**src/rtl/argmax_classifier.sv**
```systemverilog
// rtl/argmax_classifier.sv - sequential argmax over OC signed Q8.8 class scores
// Reports winning index, its score and the margin to the runner-up over a valid/ready handshake.
module argmax_classifier #(
  parameter int OC            = 10,
  parameter int MARGIN_THRESH = 256
) (
  input  logic                  clk,
  input  logic                  rst,
  input  logic                  scores_valid,
  input  logic signed [15:0]    scores [0:OC-1],
  input  logic                  result_ready,
  output logic                  result_valid,
  output logic [$clog2(OC)-1:0] class_idx,
  output logic signed [15:0]    max_score,
  output logic signed [16:0]    margin,
  output logic                  low_conf,
  output logic                  busy
);

  localparam int IW = $clog2(OC);

  typedef enum logic [1:0] {IDLE, SCAN, DONE} state_t;

  state_t             state_q, state_d;
  logic signed [15:0] score_buf [0:OC-1];
  logic signed [15:0] best_q, second_q, best_d, second_d, cur;
  logic [IW-1:0]      idx_q, best_idx_q, best_idx_d;
  logic               armed_q, capture, last;
  logic signed [16:0] margin_d;
  logic               low_conf_d;

  always_comb begin
    state_d    = state_q;
    capture    = 1'b0;
    cur        = score_buf[idx_q];
    best_d     = best_q;
    second_d   = second_q;
    best_idx_d = best_idx_q;
    last       = (idx_q == IW'(OC - 1));
    case (state_q)
      IDLE: begin
        if (scores_valid && armed_q) begin
          capture = 1'b1;
          state_d = SCAN;
        end
      end
      SCAN: begin
        // Strict compares: on a tie the lower index keeps the win and the tie becomes second.
        if (cur > best_q) begin
          second_d   = best_q;
          best_d     = cur;
          best_idx_d = idx_q;
        end else if (cur > second_q) begin
          second_d = cur;
        end
        if (last) state_d = DONE;
      end
      DONE: begin
        if (result_ready) state_d = IDLE;
      end
      default: state_d = IDLE;
    endcase
    margin_d   = {best_d[15], best_d} - {second_d[15], second_d};
    low_conf_d = (margin_d < $signed(17'(MARGIN_THRESH)));
  end

  always_ff @(posedge clk or posedge rst) begin
    if (rst) state_q <= IDLE;
    else     state_q <= state_d;
  end

  always_ff @(posedge clk or posedge rst) begin
    if (rst) begin
      for (int i = 0; i < OC; i++) score_buf[i] <= '0;
      best_q       <= '0;
      second_q     <= '0;
      best_idx_q   <= '0;
      idx_q        <= '0;
      armed_q      <= 1'b0;
      result_valid <= 1'b0;
      class_idx    <= '0;
      max_score    <= '0;
      margin       <= '0;
      low_conf     <= 1'b0;
    end else begin
      // A level held high must drop once before it can trigger another capture.
      if (!scores_valid) armed_q <= 1'b1;
      else if (capture)  armed_q <= 1'b0;

      if (capture) begin
        for (int i = 0; i < OC; i++) score_buf[i] <= scores[i];
        best_q     <= scores[0];
        best_idx_q <= '0;
        second_q   <= 16'sh8000;
        idx_q      <= IW'(1);
      end

      if (state_q == SCAN) begin
        best_q     <= best_d;
        second_q   <= second_d;
        best_idx_q <= best_idx_d;
        if (last) begin
          class_idx    <= best_idx_d;
          max_score    <= best_d;
          margin       <= margin_d;
          low_conf     <= low_conf_d;
          result_valid <= 1'b1;
        end else begin
          idx_q <= idx_q + IW'(1);
        end
      end

      if (state_q == DONE && result_ready) result_valid <= 1'b0;
    end
  end

  assign busy = (state_q == SCAN) || (state_q == DONE);

endmodule

```
**config.mk**
```make
export PLATFORM = sky130hd
export DESIGN_NAME = argmax_classifier
export DESIGN_NICKNAME = d
export VERILOG_FILES = /design/src/rtl/argmax_classifier.sv
export SDC_FILE = /design/constraint.sdc
export NUM_CORES = 1
export LEC_CHECK = 0
export ABC_AREA = 1
export CAP_MARGIN = 20
export CORE_MARGIN = 2
export CORE_UTILIZATION = 50
export DETAILED_ROUTE_END_ITERATION = 8
export DONT_BUFFER_PORTS = 1
export PLACE_DENSITY_LB_ADDON = 0.08
export SLEW_MARGIN = 20
export SYNTH_ARGS = -nofsm -noshare
export SYNTH_HDL_FRONTEND = slang
export SYNTH_SLANG_ARGS = --single-unit
```
**constraint.sdc**
```tcl
create_clock -name clk -period 15.07 [get_ports clk]
set_input_delay 3.7675 -clock clk [delete_from_list [all_inputs] [get_ports clk]]
set_output_delay 3.7675 -clock clk [all_outputs]
set_load 0.01 [all_outputs]
```
==> flow_summary.ini <==
[run_status]
status = finished clean

[placed_design]
number_of_placed_cells_counting_well_taps = 2122
gpl.final_weighted_congestion = 0.902
dp_worst_setup_slack_ns = 8.78
dpl.hpwl_um = 26900
port_buffers = 0

[cts]
path_clk_slew_ns = 0.06
clock_sinks = 242
number_of_buffers_added_by_the_clock_tree_synthesis_step = 28
cts.htree.levels = 1
worstSkewPairLatency_ns = 0.57
post_cts.resized_instances = 0
post-cts-setup-buffers = 0
ctsRootBufferMaster = sky130_fd_sc_hd__clkbuf_16
cts.path.max_buffers = 3
cts-hold-fix-buffers = 0
tritoncts = built

[worst_setup_path]
cp-end-kind = flip-flop
critical_path_arrival_ns = 6.46
required_worst_endpoint_ns = 15.56
r2r_cells = 34
slowest_delay_ns = 0.69
path_common_cell = sky130_fd_sc_hd__nand2_1
startpoint_class = flip-flop
ws_path_type = reg -> reg
regToRegEndpoint = low_conf$_DFFE_PP0P_
worst_r2r_startpoint = idx_q[0]$_DFF_PP0_
critical_path_peak_fanout = 74
setup.reg_to_reg.worst_slack_ns = 9.09
worst_path_max_delay_cell = sky130_fd_sc_hd__buf_4

[global_routing]
grt-ovfl-total = 0
via_count_of_the_first_global_routing_pass = 11200
first_pass_grt_wire_length_um = 60300
globalRouteTotalUtil = 0.266
grt_start_max_net_pins = 124
antenna_found_initial = 1

[routing]
drt-initial-drc-count = 1148
postRouteWirelength_um = 37800
drt_drc_violations_left = 0
route.detailed.vias_per_inst = 5.39
num_vias = 11700
wire_per_inst_um = 17.4
detail_route.first_pass.iterations = 5
drtAntennaViolNets = 0

[min_path]
worst_hold_path.num_cells = 2
worstHoldPathType = reg -> reg
holdCritStartpoint = score_buf[111]$_DFFE_PP0P_
hold-path-endpoint = score_buf[111]$_DFFE_PP0P_

[floorplan]
start_util = 0.506
coreArea_um2 = 26800
ios = 204
die_area_um2 = 28500
die_w_um = 169
die_y_um = 169
placement_rows = 60

[sta]
finalSetupTns_ns = 0
slew_viol_final = 0
fin_crit_sh = 0.397
clock-skew-final_ns = 0.0284
min_period_ns = 5.98
finalSetupViolations = 0
hold_vio_cnt_final = 0
maxSlewHeadroom = 0.296
postLayoutSetupSlackWorst_ns = 9.09
rsz0062_at_grt = no
worst-slew-pin-transition_ns = 1.06
fmax_mhz = 167

[cells_and_area]
leading_cell_types_in_the_layout_fill_and_taps_excluded = 745 x sky130_fd_sc_hd__nand2_1, 241 x sky130_fd_sc_hd__dfrtp_1, 227 x sky130_fd_sc_hd__inv_1, 157 x sky130_fd_sc_hd__o21ai_0, 128 x sky130_fd_sc_hd__nand3_1
area_overhead_vs_synth_pct = 8.14
layout_commonest_cell = sky130_fd_sc_hd__nand2_1
fin_cells = 2174
final_layout_size_suffix_gt1_frac = 0.0508
final_util = 0.548
fin_nets = 2029

[logic_synthesis]
async_reset_ff_frac = 1.00
synthTopCellsByArea = sky130_fd_sc_hd__dfrtp_1 45%, sky130_fd_sc_hd__nand2_1 21%, sky130_fd_sc_hd__inv_1 6.3%, sky130_fd_sc_hd__o21ai_0 5.8%, sky130_fd_sc_hd__ha_1 4.9%
synth-warning-count = 0
ys.flop_type = sky130_fd_sc_hd__dfrtp_1
seq_area_frac_synth = 0.446
synth.cell_area_um2 = 13600
most_area_hungry_cell_type_in_the_yosys_netlist = sky130_fd_sc_hd__dfrtp_1
netlist-cell-type-count = 40
synth_edf_count = 0
netlist.area_leader.share = 0.446
syn_nets = 2082
synth.avg_cell_area_um2 = 7.28
ys_ff_latch = 242
syn-instance-count = 1864

[run]
maximum_capacitance_violations = 0
-- cell type report --
class,instances,area [µm²]
fill,2668,12100
clock buffer,39,822
antenna,1,2.50
multi-input combinational,1292,6190
tap,341,427
clock inverter,12,194
inverter,234,886
timing repair buffer,13,97.6
sequential,242,6060
-- per-stage QoR --
step           hold WS, ns  instance area, µm²
2_1_floorplan        0.437               13600
5_1_grt              0.489               14700
6_report             0.468               14700
3_5_place_dp         0.458               13700
4_1_cts              0.474               14700
3_3_place_gp         0.449               13700
-- cell usage after synthesis, types with 5 or more instances --
master / instances
sky130_fd_sc_hd__nor2_1: 49
sky130_fd_sc_hd__o21ai_2: 9
sky130_fd_sc_hd__nand3_1: 128
sky130_fd_sc_hd__o22ai_1: 16
sky130_fd_sc_hd__a21o_1: 6
sky130_fd_sc_hd__inv_1: 228
sky130_fd_sc_hd__ha_1: 53
sky130_fd_sc_hd__inv_2: 5
sky130_fd_sc_hd__buf_4: 9
sky130_fd_sc_hd__xnor2_1: 8
sky130_fd_sc_hd__xor2_1: 5
sky130_fd_sc_hd__clkbuf_1: 44
sky130_fd_sc_hd__o21ai_1: 17
sky130_fd_sc_hd__a21oi_1: 27
sky130_fd_sc_hd__nand2_1: 745
sky130_fd_sc_hd__nand4_1: 34
sky130_fd_sc_hd__dfrtp_1: 242
sky130_fd_sc_hd__o211ai_1: 12
sky130_fd_sc_hd__o21ai_0: 157
sky130_fd_sc_hd__buf_1: 9
sky130_fd_sc_hd__buf_2: 31
-- cells by family (layout without fill, tap and decap cells) --
logic type      count (synthesis)  count (layout)  share of synthesized area
buf+inv                       330             298                     0.0983
fa+ha+maj                      54              54                     0.0503
flops                         242             242                      0.446
simple gates                  973             973                      0.295
other cells                     0               1                          0
compound gates                252             252                      0.102
xor+xnor                       13              13                    0.00839
-- registers in the layout, summed over array words and instances (netlist names), 2 cells and up --
signal	count
best_idx_q	4
best_q	16
class_idx	4
idx_q	4
margin	17
max_score	16
score_buf	160
second_q	16
state_q	2
-- how the worst max path moves through the flow --
stage          slack, ns  depth (start not counted)          startpoint                 endpoint
5_1_grt             8.53                         36  idx_q[0]$_DFF_PP0_     low_conf$_DFFE_PP0P_
6_report            9.09                         34  idx_q[0]$_DFF_PP0_     low_conf$_DFFE_PP0P_
2_1_floorplan       4.66                          1                 rst      armed_q$_DFFE_PP0P_
3_5_place_dp        8.78                          6        scores_valid  second_q[2]$_DFFE_PP0P_
3_3_place_gp        8.90                          8        scores_valid   best_q[12]$_DFFE_PP0P_
4_1_cts             9.24                         30  idx_q[0]$_DFF_PP0_     low_conf$_DFFE_PP0P_
-- critical path: cells and delay by family (launching register included) --
kind                     cells  cell delay (ns)
XOR/XNOR                     1             0.18
adder cells (fa/ha/maj)      3             0.85
buffers and inverters        4             0.85
flip-flops                   1             0.66
AND/OR/NAND/NOR             26             3.25
-- layer usage --
layer,up-vias,GRT usage,share of wire
met5,-,0,0
met4,0,0.0622,0.022
met3,58,0.0582,0.076
met2,350,0.414,0.45
met1,5544,0.382,0.45
li1,5769,-,-
Power is not shown: default switching activity piles up to over one toggle a cycle in this logic, so the estimate is an artifact.
